<file path="src/rtl/ex_muldiv_if.sv">
// Issue-side bundle between the EX stage and the HI/LO multiply/divide unit.
interface ex_muldiv_if;
  logic        Valid;
  logic [31:0] Ins;
  logic [31:0] Rdata1;
  logic [31:0] Rdata2;
  logic [31:0] HiLoData;
  logic        HiLoSel;
  logic        Stall;
  logic        Busy;

  modport master (
    output Valid, Ins, Rdata1, Rdata2,
    input  HiLoData, HiLoSel, Stall, Busy
  );

  modport slave (
    input  Valid, Ins, Rdata1, Rdata2,
    output HiLoData, HiLoSel, Stall, Busy
  );
endinterface

</file>
<file path="src/rtl/ex_muldiv.sv">
// Iterative 32-bit multiply/divide unit owning the HI/LO registers.
// Multiply is radix-2 shift-add, divide is restoring; both take 32 steps plus
// one sign-fix cycle, so Busy is high for 33 cycles per operation.
module ex_muldiv (
  input logic         CLK,
  input logic         RST,
  ex_muldiv_if.slave  bus
);

  localparam logic [5:0] FnMfhi  = 6'h10;
  localparam logic [5:0] FnMthi  = 6'h11;
  localparam logic [5:0] FnMflo  = 6'h12;
  localparam logic [5:0] FnMtlo  = 6'h13;
  localparam logic [5:0] FnMult  = 6'h18;
  localparam logic [5:0] FnMultu = 6'h19;
  localparam logic [5:0] FnDiv   = 6'h1a;
  localparam logic [5:0] FnDivu  = 6'h1b;

  typedef enum logic [1:0] {StIdle, StMul, StDiv, StFix} state_e;

  state_e      state;
  logic [5:0]  count;
  logic [63:0] acc;       // mul: {partial product, multiplier}; div: {remainder, quotient}
  logic [31:0] opb;       // multiplicand or divisor magnitude
  logic [31:0] orig;      // original dividend, returned as HI on divide by zero
  logic [31:0] hi;
  logic [31:0] lo;
  logic        neg_res;
  logic        neg_rem;
  logic        div_zero;
  logic        is_div;

  logic        dec_en;
  logic [5:0]  funct;
  logic        is_mf;
  logic        is_hilo_op;
  logic        busy;
  logic        op_signed;
  logic        a_neg;
  logic        b_neg;
  logic [31:0] mag_a;
  logic [31:0] mag_b;
  logic [32:0] mul_sum;
  logic [63:0] mul_next;
  logic [32:0] div_r;
  logic [31:0] div_diff;
  logic        div_ge;
  logic [63:0] div_next;
  logic [63:0] prod_fix;
  logic [31:0] quo_fix;
  logic [31:0] rem_fix;
  logic        unused_ins;

  assign unused_ins = ^bus.Ins[25:6];

  // Decode and issue-side handshake outputs.
  always_comb begin
    dec_en     = bus.Valid && (bus.Ins[31:26] == 6'd0);
    funct      = bus.Ins[5:0];
    is_mf      = dec_en && ((funct == FnMfhi) || (funct == FnMflo));
    is_hilo_op = dec_en && ((funct inside {[FnMfhi:FnMtlo]}) || (funct inside {[FnMult:FnDivu]}));
    busy       = (state != StIdle);
    bus.Busy   = busy;
    bus.Stall  = RST && is_hilo_op && busy;
    // Gate with RST so reads go quiet the instant reset asserts.
    bus.HiLoSel  = RST && is_mf && !busy;
    bus.HiLoData = 32'd0;
    if (bus.HiLoSel) begin
      bus.HiLoData = (funct == FnMfhi) ? hi : lo;
    end
  end

  // Operand magnitudes and per-step datapath.
  always_comb begin
    op_signed = ~funct[0];
    a_neg     = op_signed & bus.Rdata1[31];
    b_neg     = op_signed & bus.Rdata2[31];
    mag_a     = a_neg ? (~bus.Rdata1 + 32'd1) : bus.Rdata1;
    mag_b     = b_neg ? (~bus.Rdata2 + 32'd1) : bus.Rdata2;

    mul_sum  = {1'b0, acc[63:32]} + (acc[0] ? {1'b0, opb} : 33'd0);
    mul_next = {mul_sum, acc[31:1]};

    // True difference is below 2^32 whenever div_ge holds, so 32 bits suffice.
    div_r    = acc[63:31];
    div_ge   = (div_r >= {1'b0, opb});
    div_diff = div_r[31:0] - opb;
    div_next = div_ge ? {div_diff, acc[30:0], 1'b1} : {acc[62:0], 1'b0};

    prod_fix = neg_res ? (~acc + 64'd1) : acc;
    quo_fix  = neg_res ? (~acc[31:0] + 32'd1) : acc[31:0];
    rem_fix  = neg_rem ? (~acc[63:32] + 32'd1) : acc[63:32];
  end

  // Control FSM, iteration registers and HI/LO.
  always_ff @(posedge CLK or negedge RST) begin
    if (!RST) begin
      state    <= StIdle;
      count    <= 6'd0;
      acc      <= 64'd0;
      opb      <= 32'd0;
      orig     <= 32'd0;
      hi       <= 32'd0;
      lo       <= 32'd0;
      neg_res  <= 1'b0;
      neg_rem  <= 1'b0;
      div_zero <= 1'b0;
      is_div   <= 1'b0;
    end else begin
      unique case (state)
        StIdle: begin
          if (dec_en) begin
            case (funct)
              FnMthi: hi <= bus.Rdata1;
              FnMtlo: lo <= bus.Rdata1;
              FnMult, FnMultu, FnDiv, FnDivu: begin
                acc      <= {32'd0, mag_a};
                opb      <= mag_b;
                orig     <= bus.Rdata1;
                neg_res  <= a_neg ^ b_neg;
                neg_rem  <= a_neg;
                div_zero <= (bus.Rdata2 == 32'd0);
                is_div   <= funct[1];
                count    <= 6'd0;
                state    <= funct[1] ? StDiv : StMul;
              end
              default: ;
            endcase
          end
        end
        StMul: begin
          acc   <= mul_next;
          count <= count + 6'd1;
          if (count == 6'd31) state <= StFix;
        end
        StDiv: begin
          acc   <= div_next;
          count <= count + 6'd1;
          if (count == 6'd31) state <= StFix;
        end
        StFix: begin
          if (!is_div) begin
            hi <= prod_fix[63:32];
            lo <= prod_fix[31:0];
          end else if (div_zero) begin
            hi <= orig;
            lo <= 32'hffff_ffff;
          end else begin
            hi <= rem_fix;
            lo <= quo_fix;
          end
          state <= StIdle;
        end
        default: state <= StIdle;
      endcase
    end
  end

endmodule

</file>
<file path="src/flat_wrapper.sv">
// flat-port wrapper written by rule: the top's interface ports become plain ports
module ex_muldiv_flat 
  (CLK, RST, bus_Valid, bus_Ins, bus_Rdata1, bus_Rdata2, bus_HiLoData, bus_HiLoSel, bus_Stall, bus_Busy);
  ex_muldiv_if bus_i ();
  input logic CLK;
  input logic RST;
  input wire logic [$bits(bus_i.Valid)-1:0] bus_Valid;
  input wire logic [$bits(bus_i.Ins)-1:0] bus_Ins;
  input wire logic [$bits(bus_i.Rdata1)-1:0] bus_Rdata1;
  input wire logic [$bits(bus_i.Rdata2)-1:0] bus_Rdata2;
  output wire logic [$bits(bus_i.HiLoData)-1:0] bus_HiLoData;
  output wire logic [$bits(bus_i.HiLoSel)-1:0] bus_HiLoSel;
  output wire logic [$bits(bus_i.Stall)-1:0] bus_Stall;
  output wire logic [$bits(bus_i.Busy)-1:0] bus_Busy;
  assign bus_i.Valid = bus_Valid;
  assign bus_i.Ins = bus_Ins;
  assign bus_i.Rdata1 = bus_Rdata1;
  assign bus_i.Rdata2 = bus_Rdata2;
  assign bus_HiLoData = bus_i.HiLoData;
  assign bus_HiLoSel = bus_i.HiLoSel;
  assign bus_Stall = bus_i.Stall;
  assign bus_Busy = bus_i.Busy;
  ex_muldiv u_core (.CLK(CLK), .RST(RST), .bus(bus_i));
endmodule
</file>
<file path="config.mk">
export PLATFORM = sky130hd
export DESIGN_NAME = ex_muldiv_flat
export DESIGN_NICKNAME = d
export VERILOG_FILES = /design/src/rtl/ex_muldiv_if.sv /design/src/rtl/ex_muldiv.sv /design/src/flat_wrapper.sv
export SDC_FILE = /design/constraint.sdc
export NUM_CORES = 1
export LEC_CHECK = 0
export ABC_AREA = 1
export BUFFER_PORTS_ARGS = -buffer_cell sky130_fd_sc_hd__buf_2
export CAP_MARGIN = 25
export CELL_PAD_IN_SITES_DETAIL_PLACEMENT = 0
export CELL_PAD_IN_SITES_GLOBAL_PLACEMENT = 2
export CORE_MARGIN = 10
export CORE_UTILIZATION = 33
export DETAILED_ROUTE_END_ITERATION = 7
export PLACE_DENSITY_LB_ADDON = 0.1
export SLEW_MARGIN = 30
export SYNTH_ARGS = -nofsm -noshare
export SYNTH_HDL_FRONTEND = slang
export SYNTH_SLANG_ARGS = --single-unit
</file>
<file path="constraint.sdc">
create_clock -name CLK -period 3.4 [get_ports CLK]
set_input_delay 0.17 -clock CLK [delete_from_list [all_inputs] [get_ports CLK]]
set_output_delay 0.17 -clock CLK [all_outputs]
set_load 0.05 [all_outputs]
</file>
## After elaboration in Yosys (flattened, before gate mapping)

Cells that the tools add are included.

| word-level totals | value |
|---|---|
| register bits after elaboration | 204 |
| latch bits | 0 |
| bits in writable memories | 0 |
| bits in read-only memories | 0 |
| output and inout port bits | 35 |
| logic and storage cells | 107 |
| memories kept | 0 |

| cells by class | value |
|---|---|
| add/subtract/negate cells | 8 |
| multipliers | 0 |
| div/mod/pow operators | 0 |
| order comparisons | 5 |
| equal/unequal tests | 17 |
| shift operators | 0 |
| multiplexer cells | 30 |
| bitwise gates (word level) | 9 |
| reductions and logical operators | 27 |

Operators with widths:

| kind | number |
|---|---|
| 32-bit 2-to-1 mux | 15 |
| 64-bit 2-to-1 mux | 4 |
| 64-bit one-hot mux with 3 select lines | 1 |
| 32-bit by 1-bit adder with 32-bit output, second input constant | 4 |
| 32-bit NOT | 4 |
| 32-bit one-hot mux with 2 select lines | 2 |
| 64-bit by 1-bit adder with 64-bit output, second input constant | 1 |
| 64-bit NOT | 1 |
| 6-bit by 5-bit equality test with 1-bit output, second input constant | 9 |
| 32-bit by 33-bit adder with 33-bit output | 1 |
| 33-bit by 32-bit greater-or-equal comparator with 1-bit output | 1 |
| 32-bit zero test | 1 |
| 32-bit subtractor | 1 |
| 3-bit AND reduction | 6 |
| 6-bit by 5-bit greater-or-equal comparator with 1-bit output, second input constant | 2 |
| 6-bit by 5-bit less-or-equal comparator with 1-bit output, second input constant | 2 |
| 6-bit 2-to-1 mux | 2 |
| 6-bit one-hot mux with 2 select lines | 1 |
| 1-bit logical AND | 9 |
| 2-bit 2-to-1 mux | 4 |
| 6-bit by 1-bit adder with 6-bit output, second input constant | 1 |
| 6-bit zero test | 1 |
| 2-bit != test, second input constant | 3 |
| 2-bit one-hot mux with 3 select lines | 1 |
| 13 further kinds | 19 |

## Longest topological paths before layout

Gate-level depths: netlist of the first run.

| depth | value |
|---|---|
| word-level depth | 6 |
| gate-level depth with buffers | 20 |
| gate-level depth less buffers | 18 |

## Least setup slack after synthesis of the first run

Ideal clock, no wire load.

| timing path | value |
|---|---|
| kind | reg-to-output |
| start | reg u_core.state[0] |
| end | out bus_HiLoData[22] |
| arrival time | 2,499 ps |
| slack | 731 ps |
| cell stages (with the launch flop) | 8 |
| cells stage by stage | dfrtp_1 > inv_1 > ha_1 > inv_2 > nor4_4 > buf_2 > o21ai_0 > a21oi_1 |

| on the way | value |
|---|---|
| word-level cells in the longest chain between the ends | 4 |

Ends and longest elaborated chain:

| item | line | RTL |
|---|---|---|
| start: declaration | ex_muldiv.sv:21 | `state_e state;` |
| start signal: assignment | ex_muldiv.sv:98 | `state <= StIdle;` |
| start signal: assignment | ex_muldiv.sv:125 | `state <= funct[1] ? StDiv : StMul;` |
| start signal: assignment | ex_muldiv.sv:134 | `if (count == 6'd31) state <= StFix;` |
| 2-bit nonzero test | ex_muldiv.sv:62 | `busy = (state != StIdle);` |
| named net bus_Busy | flat_wrapper.sv:14 | `output wire logic [$bits(bus_i.Busy)-1:0] bus_Busy;` |
| 1-bit zero test | ex_muldiv.sv:66 | `bus.HiLoSel = RST && is_mf && !busy;` |
| 1-bit logical AND | ex_muldiv.sv:66 |  |
| named net bus_HiLoSel | flat_wrapper.sv:12 | `output wire logic [$bits(bus_i.HiLoSel)-1:0] bus_HiLoSel;` |
| 32-bit 2-to-1 mux | ex_muldiv.sv:68 | `if (bus.HiLoSel) begin` |
| end: declaration | flat_wrapper.sv:11 | `output wire logic [$bits(bus_i.HiLoData)-1:0] bus_HiLoData;` |

The timed path passes the listed nets, and every way through them passes these cells.

## Worst setup path in the final report of the first run

| timing path | value |
|---|---|
| start | reg u_core.state[0] |
| end | out bus_HiLoData[24] |

| on the way | value |
|---|---|
| word-level cells in the longest chain between the ends | 4 |

Ends and longest elaborated chain:

| item | line |
|---|---|
| 2-bit nonzero test | ex_muldiv.sv:62 |
| 1-bit zero test | ex_muldiv.sv:66 |
| 1-bit logical AND | ex_muldiv.sv:66 |
| 32-bit 2-to-1 mux | ex_muldiv.sv:68 |

No other way between the ends.

==> results of run 1 <==
[report_power, final]
part           switching, mW  internal, mW  leakage (nW)
registers              0.541          3.18          2.52
logic                   8.23          3.48          9.31
clock network           1.28          1.92         0.462
[kinds of logic (layout without fill, tap and decap cells)]
family	after synthesis	count (layout)	share of synthesized area
simple gates	1847	1847	0.3865
compound gates	653	653	0.1818
xor+xnor	59	59	0.02569
other cells	0	1	0
buf+inv	536	708	0.1042
flops	204	204	0.2537
fa+ha+maj	76	76	0.04801
[path summary, 6_finish.rpt]
path,cells after the start,startpoint,end,slack (ps)
max in group asynchronous,5,RST,u_core.acc[8],1900
setup / recovery,9,u_core.state[0],bus_HiLoData[24],170
setup reg to reg,14,u_core.opb[4],u_core.acc[0],220
hold / removal,3,bus_Rdata2[9],u_core.opb[9],20
min in group asynchronous,3,RST,u_core.acc[32],320
hold reg to reg,2,u_core.lo[1],u_core.lo[1],470
[sequential cells by signal, indices dropped and copies added, names as in the netlist, 2 cells and up]
signal and count:
u_core.count 6, u_core.opb 32, u_core.hi 32, u_core.acc 64
u_core.orig 32, u_core.lo 32, u_core.state 2
[layer usage]
layer,up-vias,part of all wire,track usage
met4,2,0.017,0.04744
met2,820,0.39,0.3821
met5,-,0.00011,0
li1,11260,-,-
met1,11200,0.51,0.4346
met3,86,0.084,0.05918
[what timing repair did]
| item | 4_1_cts | 5_1_grt |
|---|---|---|
| endpoints found under the hold margin | 78 | 0 |
| setup endpoints to repair | 0 | 8 |
| hold buffers | 38 | 0 |
| gates resized for setup | 0 | 6 |
[metrics by stage]
step | cell area, sq um | setup slack (ps) | hold WS, ps
floorplan | 20120 | 731.2 | -125.6
global placement | 21970 | 259.6 | 351.9
detailed placement | 21970 | 269.0 | 353.9
CTS | 23300 | 17.88 | 0.8611
global route | 23340 | 3.664 | 15.53
finish | 23340 | 165.0 | 19.66
[cells in the mapped netlist (all sizes together) (4+ instances only)]
cell     count
a2bb2oi     15
dfrtp      204
a21boi      23
o31ai        7
xnor2       20
ha          74
nor4         6
o22ai       31
a22oi       29
clkbuf      89
clkinv       6
nand3b      13
a31oi        4
a21o         6
nor3        28
xor2        39
nand4       32
a21oi      227
nor2       428
buf         35
nand3      282
inv        406
o21ai      285
nand2     1031
or2         18
o211ai      12
and2         6
[layout make-up]
cell class	count	area, sq um
sequential	204	5106
tap	782	978.4
clock inverter	13	206.4
fill	6768	37020
inverter	412	1550
antenna	1	2.502
timing repair buffer	248	1799
multi-input combinational	2635	12950
clock buffer	35	745.7
[critical path, stage by stage (launching register included)]
cell	delay [ps]
dfrtp_1	420
inv_1	120
ha_1	290
inv_2	130
nor4_4	270
buf_4	300
buf_4	320
o21ai_0	130
a21oi_1	200
buf_2	310
[cells in the final DEF, fill, tap and decap left out, drive strengths merged, types with 2 or more instances in the layout]
cell / count
a22oi: 29
or3: 2
o22ai: 31
or2: 18
a31oi: 4
a21o: 6
nand2: 1031
xor2: 39
nand4: 32
nor4: 6
nand3b: 13
a211oi: 2
o21a: 3
fa: 2
o21ai: 285
xnor2: 20
buf: 209
dfrtp: 204
ha: 74
and2: 6
o211ai: 12
clkinvlp: 3
nor3: 28
a21boi: 23
inv: 407
o31ai: 7
nor2: 428
clkinv: 10
clkbuf: 36
nand3: 282
o21bai: 3
dlygate4sd3: 38
a21oi: 227
o221ai: 2
bufinv: 5
a2bb2oi: 15
==> impl_metrics.prom, run 1 <==
# TYPE chip_impl_metric gauge
chip_impl_info{name="outcome",value="finished, final reports clean"} 1
chip_impl_metric{name="port-buffer-count",unit=""} 113
chip_impl_metric{name="fin_worst_skew",unit="ps"} 29.06
chip_impl_metric{name="dp_hpwl",unit="um"} 82290
chip_impl_metric{name="synthDominantCellAreaShare",unit=""} 0.2537
chip_impl_metric{name="final.period_utilization",unit=""} 0.9515
chip_impl_metric{name="crit_path_max_fanout",unit=""} 22
chip_impl_metric{name="required",unit="ps"} 3230
chip_impl_metric{name="drv_cap",unit=""} 0
chip_impl_metric{name="finalWorstPathRequiredPeriod",unit="ps"} 3235
chip_impl_metric{name="postSynth.asyncResetShare",unit=""} 1.000
chip_impl_metric{name="leakagePower",unit="nW"} 12.30
chip_impl_metric{name="synth-warning-count",unit=""} 0
chip_impl_metric{name="ioPinCount",unit=""} 134
chip_impl_metric{name="die_area",unit="sq um"} 71240
chip_impl_metric{name="number_of_global_route_vias_before_repair",unit=""} 21770
chip_impl_metric{name="antenna_violations_before_repair",unit=""} 4
chip_impl_metric{name="final_nets",unit=""} 3703
chip_impl_metric{name="cp.arrival",unit="ps"} 3060
chip_impl_metric{name="totalNegativeSetupSlack",unit="ps"} 0
chip_impl_info{name="crit_path_start_kind",value="flop"} 1
chip_impl_info{name="path_class",value="flop to output port"} 1
chip_impl_metric{name="ctsLongestPathBuffers",unit=""} 3
chip_impl_metric{name="syn_nets",unit=""} 3550
chip_impl_info{name="cts_tree",value="yes"} 1
chip_impl_info{name="hold_path_class",value="input pin to flop"} 1
chip_impl_metric{name="insertion_delay",unit="ps"} 580
chip_impl_metric{name="fp.coreArea",unit="sq um"} 60360
chip_impl_metric{name="design_power_total",unit="mW"} 18.62
chip_impl_metric{name="antenna_violating_nets_post_route",unit=""} 0
chip_impl_metric{name="grt_remaining_overflow",unit=""} 0
chip_impl_info{name="setup_repair_after_global_routing_missed_its_margin",value="false"} 1
chip_impl_metric{name="largest_net_degree_at_the_start_of_global_routing",unit=""} 104
chip_impl_metric{name="cts_htree_levels",unit=""} 1
chip_impl_info{name="critPathCaptureType",value="output port"} 1
chip_impl_metric{name="numClockSinks",unit=""} 204
chip_impl_metric{name="final_layout_size_suffix_gt1_frac",unit=""} 0.09980
chip_impl_metric{name="start_util",unit=""} 0.3333
chip_impl_metric{name="final-setup-viol-count",unit=""} 0
chip_impl_metric{name="dr_total_vias",unit=""} 23370
chip_impl_metric{name="synth.cell_area",unit="sq um"} 20120
chip_impl_metric{name="dr_drc_count",unit=""} 0
chip_impl_metric{name="timing_hold_violations_final",unit=""} 0
chip_impl_metric{name="final_util",unit=""} 0.3867
chip_impl_metric{name="slew_violations",unit=""} 0
chip_impl_metric{name="num_rows",unit=""} 90
chip_impl_metric{name="area_growth",unit="%"} 16.01
chip_impl_metric{name="floorplan.die.width",unit="um"} 266.9
chip_impl_metric{name="synthesized_area_divided_by_synthesized_cell_count",unit="sq um"} 5.961
chip_impl_metric{name="instances_no_fill",unit=""} 4330
chip_impl_info{name="netlist_top_cells_area",value="dfrtp_1 (25%), nand2_1 (19%), nor2_1 (7.5%)"} 1
chip_impl_metric{name="drt_iter0_markers",unit=""} 2392
chip_impl_metric{name="achievable-frequency",unit="MHz"} 309.1
chip_impl_info{name="synth.largest_area_cell",value="dfrtp_1"} 1
chip_impl_metric{name="peakVddDrop",unit="mV"} 0.7604
chip_impl_metric{name="grt_util_all_layers",unit=""} 0.2787
chip_impl_metric{name="yosysSeqAreaShare",unit=""} 0.2537
chip_impl_info{name="cts_root_buffer",value="clkbuf_16"} 1
chip_impl_metric{name="timing.max_slew.rel_slack",unit=""} 0.3424
chip_impl_metric{name="post_cts_setup_buffers",unit=""} 0
chip_impl_metric{name="synth.lib_cells_used.distinct",unit=""} 60
chip_impl_metric{name="power_density",unit="nW/um^2"} 797.9
chip_impl_metric{name="die_height",unit="um"} 266.9
chip_impl_metric{name="globalplace.congestion",unit=""} 0.9760
chip_impl_metric{name="wl_per_cell",unit="um"} 23.39
chip_impl_metric{name="synthesis.instances",unit=""} 3375
chip_impl_metric{name="cts.reportedPaths.clkPinSlew",unit="ps"} 60
chip_impl_info{name="synth-main-ff-cell",value="dfrtp_1"} 1
chip_impl_metric{name="synth.ff_latch_count",unit=""} 204
chip_impl_metric{name="placed_cells_incl_taps",unit=""} 4242
chip_impl_metric{name="synth-edff-count",unit=""} 0
chip_impl_metric{name="route.final.wire_length",unit="um"} 101300
chip_impl_metric{name="timing_worst_slew_pin_value",unit="ps"} 985.3
chip_impl_metric{name="cts_made_buffers",unit=""} 27
chip_impl_metric{name="firstDrtPassIters",unit=""} 6
chip_impl_metric{name="first_pass_grt_wire_length",unit="um"} 147800
chip_impl_metric{name="route.detailed.vias_per_inst",unit=""} 5.397
No activity file was read; power rests on OpenSTA's default activity.
==> run 2: changes to the inputs <==
CORE_ASPECT_RATIO = 1.1   (was not set)
GPL_ROUTABILITY_DRIVEN = 1   (was not set)
==> run 2 against run 1 <==
  * Final cell count is 0.44% higher
  * Sequential share of layout area up 0.15 points
  * Power is 2.7% lower
  * Clock-buffer cell count grew 2
  * Clock skew is 10 ps lower
  * First-iteration DRC count decreased by 33%
  * Via count is 1.8% lower
  * Core utilization decreased by 0.090 points
  * Critical endpoint is now bus_HiLoData[2]
  * Largest cell class unchanged
==> impl_metrics.prom, run 2 (same netlist as run 1, synthesis figures left out) <==
# TYPE chip_impl_metric gauge
chip_impl_metric{name="grt_util_all_layers",unit=""} 0.2694
chip_impl_metric{name="totalNegativeSetupSlack",unit="ps"} 0
chip_impl_metric{name="seq_power_share",unit=""} 0.204
chip_impl_metric{name="grt_remaining_overflow",unit=""} 0
chip_impl_metric{name="timing.max_slew.rel_slack",unit=""} 0.3646
chip_impl_metric{name="drt_iter0_markers",unit=""} 1609
chip_impl_metric{name="netSwitchingPower",unit="mW"} 9.763
chip_impl_metric{name="cp.arrival",unit="ps"} 3040
chip_impl_metric{name="largest_net_degree_at_the_start_of_global_routing",unit=""} 134
chip_impl_metric{name="fillCellCount",unit=""} 6748
chip_impl_metric{name="die_height",unit="um"} 279.0
chip_impl_info{name="mostFrequentLayoutCells",value="nand2_1 (1006), nor2_1 (404), inv_1 (394), nand3_1 (279), o21ai_0 (255)"} 1
chip_impl_metric{name="wl_per_cell",unit="um"} 22.73
chip_impl_metric{name="finalWorstPathRequiredPeriod",unit="ps"} 3214
chip_impl_metric{name="instances_no_fill",unit=""} 4349
chip_impl_metric{name="intPower",unit="mW"} 8.350
chip_impl_metric{name="num_rows",unit=""} 94
chip_impl_metric{name="first_pass_grt_wire_length",unit="um"} 146100
chip_impl_metric{name="finalHoldWorstSlack",unit="ps"} 27.24
chip_impl_metric{name="slew_violations",unit=""} 0
chip_impl_metric{name="peakVddDrop",unit="mV"} 0.4626
chip_impl_metric{name="comb_power_share",unit=""} 0.630
chip_impl_metric{name="placed_cells_incl_taps",unit=""} 4255
chip_impl_info{name="max_flop_register",value="u_core.acc"} 1
chip_impl_metric{name="fin_worst_skew",unit="ps"} 18.89
chip_impl_metric{name="route.final.wire_length",unit="um"} 98870
chip_impl_metric{name="post_cts_setup_buffers",unit=""} 0
chip_impl_metric{name="insertion_delay",unit="ps"} 590
chip_impl_info{name="setup_repair_after_global_routing_missed_its_margin",value="false"} 1
chip_impl_info{name="path_class",value="flop to output port"} 1
chip_impl_metric{name="design_power_total",unit="mW"} 18.11
chip_impl_metric{name="port-buffer-count",unit=""} 113
chip_impl_info{name="cts_tree",value="yes"} 1
chip_impl_metric{name="cts.reportedPaths.clkPinSlew",unit="ps"} 60
chip_impl_metric{name="final.period_utilization",unit=""} 0.9453
chip_impl_metric{name="fp.coreArea",unit="sq um"} 60100
chip_impl_info{name="cts_root_buffer",value="clkbuf_16"} 1
chip_impl_metric{name="number_of_global_route_vias_before_repair",unit=""} 22550
chip_impl_metric{name="drv_cap",unit=""} 0
chip_impl_metric{name="dr_drc_count",unit=""} 0
chip_impl_metric{name="firstDrtPassIters",unit=""} 6
chip_impl_metric{name="final-setup-viol-count",unit=""} 0
chip_impl_metric{name="cts_made_buffers",unit=""} 28
chip_impl_metric{name="final_layout_size_suffix_gt1_frac",unit=""} 0.09284
chip_impl_metric{name="num_antenna_cells",unit=""} 0
chip_impl_metric{name="antenna_violating_nets_post_route",unit=""} 0
chip_impl_metric{name="required",unit="ps"} 3230
chip_impl_metric{name="route.detailed.vias_per_inst",unit=""} 5.275
chip_impl_metric{name="ctsLongestPathBuffers",unit=""} 3
chip_impl_metric{name="numClockSinks",unit=""} 204
chip_impl_metric{name="antenna_violations_before_repair",unit=""} 1
chip_impl_metric{name="swShare",unit=""} 0.5390
chip_impl_info{name="hold_path_class",value="input pin to flop"} 1
chip_impl_metric{name="power_density",unit="nW/um^2"} 781.2
chip_impl_metric{name="achievable-frequency",unit="MHz"} 311.1
chip_impl_metric{name="ioPinCount",unit=""} 134
chip_impl_metric{name="final_nets",unit=""} 3687
chip_impl_metric{name="globalplace.congestion",unit=""} 0.9599
chip_impl_metric{name="leakagePower",unit="nW"} 12.16
chip_impl_metric{name="crit_path_max_fanout",unit=""} 11
chip_impl_metric{name="timing_worst_slew_pin_value",unit="ps"} 953.1
chip_impl_info{name="critPathCaptureType",value="output port"} 1
chip_impl_info{name="outcome",value="finished, final reports clean"} 1
chip_impl_metric{name="floorplan.die.width",unit="um"} 255.4
chip_impl_metric{name="timing_hold_violations_final",unit=""} 0
chip_impl_info{name="leading_cell_type_in_the_layout_fill_and_taps_excluded",value="nand2_1"} 1
chip_impl_metric{name="largest_register_ffs",unit=""} 64
chip_impl_metric{name="dp_hpwl",unit="um"} 80120
chip_impl_metric{name="area_growth",unit="%"} 15.25
chip_impl_metric{name="start_util",unit=""} 0.3347
chip_impl_metric{name="clkPwrFrac",unit=""} 0.165
chip_impl_info{name="crit_path_start_kind",value="flop"} 1
chip_impl_metric{name="die_area",unit="sq um"} 71250
chip_impl_metric{name="cts_htree_levels",unit=""} 1
chip_impl_metric{name="dr_total_vias",unit=""} 22940
-- run 2: cell type report --
| type | count | area [sq um] | area share |
|---|---|---|---|
| Sequential cell | 204 | 5106 | 0.2202 |
| Multi-Input combinational cell | 2635 | 12940 | 0.5581 |
| Clock buffer | 37 | 754.5 | 0.03254 |
| Tap cell | 816 | 1021 | 0.04403 |
| Inverter | 412 | 1546 | 0.06670 |
| Clock inverter | 14 | 153.9 | 0.006638 |
| Timing Repair Buffer | 231 | 1664 | 0.07177 |
-- run 2: timing repair --
action	CTS	global route
resized for setup	0	1
hold endpoints to repair	178	0
hold buffers	43	0
endpoints found under the setup margin	0	8
-- run 2: critical path, stage by stage (launching register included) --
cell and delay (ps):
dfrtp_1 410, inv_1 120, ha_1 290, inv_2 130, nor4_4 270, buf_4 280
o21ai_0 120, a21oi_1 450, buf_2 370
-- run 2: routing by layer --
metal	vias to the layer above	global-route usage	share of wire
li1	11230	-	-
met1	10920	0.3110	0.40
met2	610	0.4920	0.50
met3	176	0.02391	0.039
met4	0	0.1332	0.054
met5	-	0	0
-- run 2: power groups by stage --
stage          sequential [mW]  clock (mW)  combinational (mW)
6_report                  3.70        3.00                11.4
5_1_grt                   3.77        3.16                12.7
4_1_cts                   3.68        3.06                11.4
3_5_place_dp              3.72           0                11.3
3_3_place_gp              3.70           0                11.2
2_1_floorplan             3.57           0                7.62
-- run 2: through the flow --
| step | instance area, sq um | util | setup slack [ps] |
|---|---|---|---|
| detailed placement | 21840 | 0.3635 | 250.2 |
| global placement | 21840 | 0.3634 | 219.2 |
| finish | 23190 | 0.3858 | 185.9 |
| global route | 23190 | 0.3858 | 17.57 |
| floorplan | 20120 | - | 731.2 |
| CTS | 23180 | 0.3857 | 74.34 |
-- run 2: path summary, 6_finish.rpt --
check | from | end | slack [ps] | cells past startpoint
max | u_core.state[0] | bus_HiLoData[2] | 190 | 8
max reg2reg | u_core.acc[0] | u_core.acc[53] | 300 | 15
max in group asynchronous | RST | u_core.neg_res | 1940 | 4
min | bus_Rdata1[19] | u_core.orig[19] | 30 | 3
min in group asynchronous | RST | u_core.acc[3] | 260 | 3
min reg2reg | u_core.lo[5] | u_core.lo[5] | 480 | 2
==> run 3: changes to the inputs <==
PLACE_DENSITY = 0.91   (was not set)
PLACE_DENSITY_LB_ADDON = not set   (was 0.1)
==> run 3 against run 2 <==
  * Critical path depth unchanged
  * Sequential power about the same
  * Global-route usage down 1.9 points
  * Critical endpoint is now bus_HiLoData[16]
  * Largest cell class unchanged
  * Fmax up 2.3%
==> impl_metrics.prom, run 3 (same netlist as run 1, synthesis figures left out) <==
# TYPE chip_impl_metric gauge
chip_impl_metric{name="final_layout_size_suffix_gt1_frac",unit=""} 0.08772
chip_impl_metric{name="peakVddDrop",unit="mV"} 0.8192
chip_impl_metric{name="achievable-frequency",unit="MHz"} 318.3
chip_impl_metric{name="dp_hpwl",unit="um"} 73480
chip_impl_metric{name="largest_net_degree_at_the_start_of_global_routing",unit=""} 81
chip_impl_info{name="critPathCaptureType",value="output port"} 1
chip_impl_metric{name="wirelength_met1",unit="um"} 41760
chip_impl_metric{name="dr_drc_count",unit=""} 0
chip_impl_info{name="leading_cell_type_in_the_layout_fill_and_taps_excluded",value="nand2_1"} 1
chip_impl_metric{name="crit_path_max_fanout",unit=""} 33
chip_impl_metric{name="fp.coreArea",unit="sq um"} 60100
chip_impl_metric{name="layout.area.seq",unit="sq um"} 5106
chip_impl_metric{name="cts_made_buffers",unit=""} 26
chip_impl_metric{name="numClockSinks",unit=""} 204
chip_impl_info{name="mostFrequentLayoutCells",value="nand2_1 (1006), nor2_1 (404), inv_1 (393), nand3_1 (279), o21ai_0 (255)"} 1
chip_impl_info{name="highest_signal_layer_in_the_routed_design",value="met4"} 1
chip_impl_info{name="worst_hold_startpoint",value="bus_Rdata1[8]"} 1
chip_impl_metric{name="num_rows",unit=""} 94
chip_impl_metric{name="wl_per_cell",unit="um"} 21.33
chip_impl_metric{name="drt_iter0_markers",unit=""} 2418
chip_impl_metric{name="die_area",unit="sq um"} 71250
chip_impl_metric{name="area_growth",unit="%"} 14.39
chip_impl_metric{name="intPower",unit="mW"} 8.333
chip_impl_metric{name="route.detailed.vias_per_inst",unit=""} 5.295
chip_impl_metric{name="route.final.wire_length",unit="um"} 92310
chip_impl_metric{name="slew_violations",unit=""} 0
chip_impl_metric{name="antenna_violating_nets_post_route",unit=""} 0
chip_impl_metric{name="met3RoutedLength",unit="um"} 4886
chip_impl_info{name="critPathLaunch",value="u_core.state[0]"} 1
chip_impl_metric{name="die_height",unit="um"} 279.0
chip_impl_metric{name="required",unit="ps"} 3230
chip_impl_metric{name="totalNegativeSetupSlack",unit="ps"} 0
chip_impl_metric{name="fin_worst_skew",unit="ps"} 20.61
chip_impl_info{name="setup.worst_path.end",value="bus_HiLoData[16]"} 1
chip_impl_metric{name="globalplace.congestion",unit=""} 0.9739
chip_impl_metric{name="dr_total_vias",unit=""} 22920
chip_impl_info{name="cts_tree",value="yes"} 1
chip_impl_info{name="hold_path_class",value="input pin to flop"} 1
chip_impl_metric{name="r2r_cells",unit=""} 14
chip_impl_metric{name="cts_htree_levels",unit=""} 1
chip_impl_metric{name="port-buffer-count",unit=""} 113
chip_impl_metric{name="multi_input_area",unit="sq um"} 12940
chip_impl_metric{name="firstDrtPassIters",unit=""} 6
chip_impl_metric{name="seq_power_share",unit=""} 0.208
chip_impl_metric{name="antenna_violations_before_repair",unit=""} 2
chip_impl_metric{name="finalWorstPathRequiredPeriod",unit="ps"} 3142
chip_impl_metric{name="ctsLongestPathBuffers",unit=""} 3
chip_impl_metric{name="final.period_utilization",unit=""} 0.9241
chip_impl_metric{name="swShare",unit=""} 0.5362
chip_impl_metric{name="timing_worst_slew_pin_value",unit="ps"} 837.3
chip_impl_metric{name="post_cts.resized_instances",unit=""} 0
chip_impl_metric{name="ioPinCount",unit=""} 134
chip_impl_metric{name="insertion_delay",unit="ps"} 580
chip_impl_metric{name="first_pass_grt_wire_length",unit="um"} 138300
chip_impl_info{name="crit_path_start_kind",value="flop"} 1
chip_impl_metric{name="fillCellCount",unit=""} 6730
chip_impl_metric{name="floorplan.die.width",unit="um"} 255.4
chip_impl_metric{name="cp.arrival",unit="ps"} 2970
chip_impl_metric{name="reg2reg_slack",unit="ps"} 530
chip_impl_metric{name="number_of_global_route_vias_before_repair",unit=""} 21700
chip_impl_metric{name="grt_remaining_overflow",unit=""} 0
chip_impl_info{name="outcome",value="finished, final reports clean"} 1
chip_impl_metric{name="final-setup-viol-count",unit=""} 0
chip_impl_metric{name="final_util",unit=""} 0.3829
chip_impl_info{name="path_class",value="flop to output port"} 1
chip_impl_metric{name="clkPwrFrac",unit=""} 0.166
chip_impl_metric{name="timing_hold_violations_final",unit=""} 0
chip_impl_metric{name="grt_util_all_layers",unit=""} 0.2504
chip_impl_metric{name="leakagePower",unit="nW"} 12.06
chip_impl_info{name="timing.rr.start",value="u_core.acc[59]"} 1
chip_impl_metric{name="power_density",unit="nW/um^2"} 780.7
chip_impl_metric{name="final_nets",unit=""} 3667
chip_impl_info{name="worstReg2RegEnd",value="u_core.acc[39]"} 1
chip_impl_metric{name="comb_power_share",unit=""} 0.627
chip_impl_info{name="setup_repair_after_global_routing_missed_its_margin",value="false"} 1
chip_impl_metric{name="start_util",unit=""} 0.3347
chip_impl_metric{name="timing.max_slew.rel_slack",unit=""} 0.4359
chip_impl_info{name="cts_root_buffer",value="clkbuf_16"} 1
chip_impl_metric{name="wl_met2",unit="um"} 41820
chip_impl_metric{name="netSwitchingPower",unit="mW"} 9.633
chip_impl_metric{name="largest_register_ffs",unit=""} 64
chip_impl_info{name="max_flop_register",value="u_core.acc"} 1
chip_impl_metric{name="cts.reportedPaths.clkPinSlew",unit="ps"} 60
chip_impl_metric{name="drv_cap",unit=""} 0
## run 3: stage by stage
stage	worst slack [ps]	hold slack (ps)	std cells	instance area (sq um)	power (mW)
detailed placement	617.6	74.93	4237	21690	14.74
global route	23.06	43.08	4327	23010	19.39
finish	257.9	17.61	4328	23010	17.97
CTS	217.4	0.4690	4327	23010	17.82
global placement	657.4	72.85	4237	21690	14.70
floorplan	731.2	-125.6	3375	20120	11.20
## run 3: worst max-delay path: stages (launching register included)
cell	delay, ps
dfrtp_1	410
inv_1	120
ha_1	290
inv_2	150
nor4_4	260
buf_4	400
o21ai_0	160
a21oi_1	190
buf_2	340
## run 3: timing repair
item                                   4_1_cts  5_1_grt
hold buffers                                43        0
setup buffers                                0        0
endpoints found under the hold margin      108        0
## run 3: worst min-delay path by stage
| stage | to | slack, ps | cells past startpoint |
|---|---|---|---|
| after floorplan | u_core.acc[0] | -130 | 0 |
| after global placement | u_core.hi[29] | 70 | 1 |
| after detailed placement | u_core.hi[29] | 70 | 1 |
| after CTS | u_core.opb[24] | 0.5 | 4 |
| after global routing | u_core.div_zero | 40 | 4 |
| final | u_core.orig[8] | 20 | 3 |
## run 3: power by group through the flow
stage               Combinational (mW)  Sequential (mW)  Clock [mW]
finish                            11.3             3.73        2.97
floorplan                         7.62             3.57           0
global placement                  11.0             3.74           0
detailed placement                11.0             3.75           0
global route                      12.5             3.79        3.12
CTS                               11.1             3.72        3.04
## run 3: final cells by class
class / instances / area share
repair buffers: 213 / 0.06557
clock inverters: 10 / 0.006307
flip-flops and latches: 204 / 0.2219
diodes: 1 / 0.0001087
well taps: 816 / 0.04437
clock buffers: 37 / 0.03224
multi-input cells: 2635 / 0.5623
inverters: 412 / 0.06720
## run 3: metal layers
| layer | GRT usage | up-vias |
|---|---|---|
| met5 | 0 | - |
| li1 | - | 11190 |
| met2 | 0.4080 | 742 |
| met1 | 0.3371 | 10850 |
| met3 | 0.02463 | 139 |
| met4 | 0.09568 | 0 |
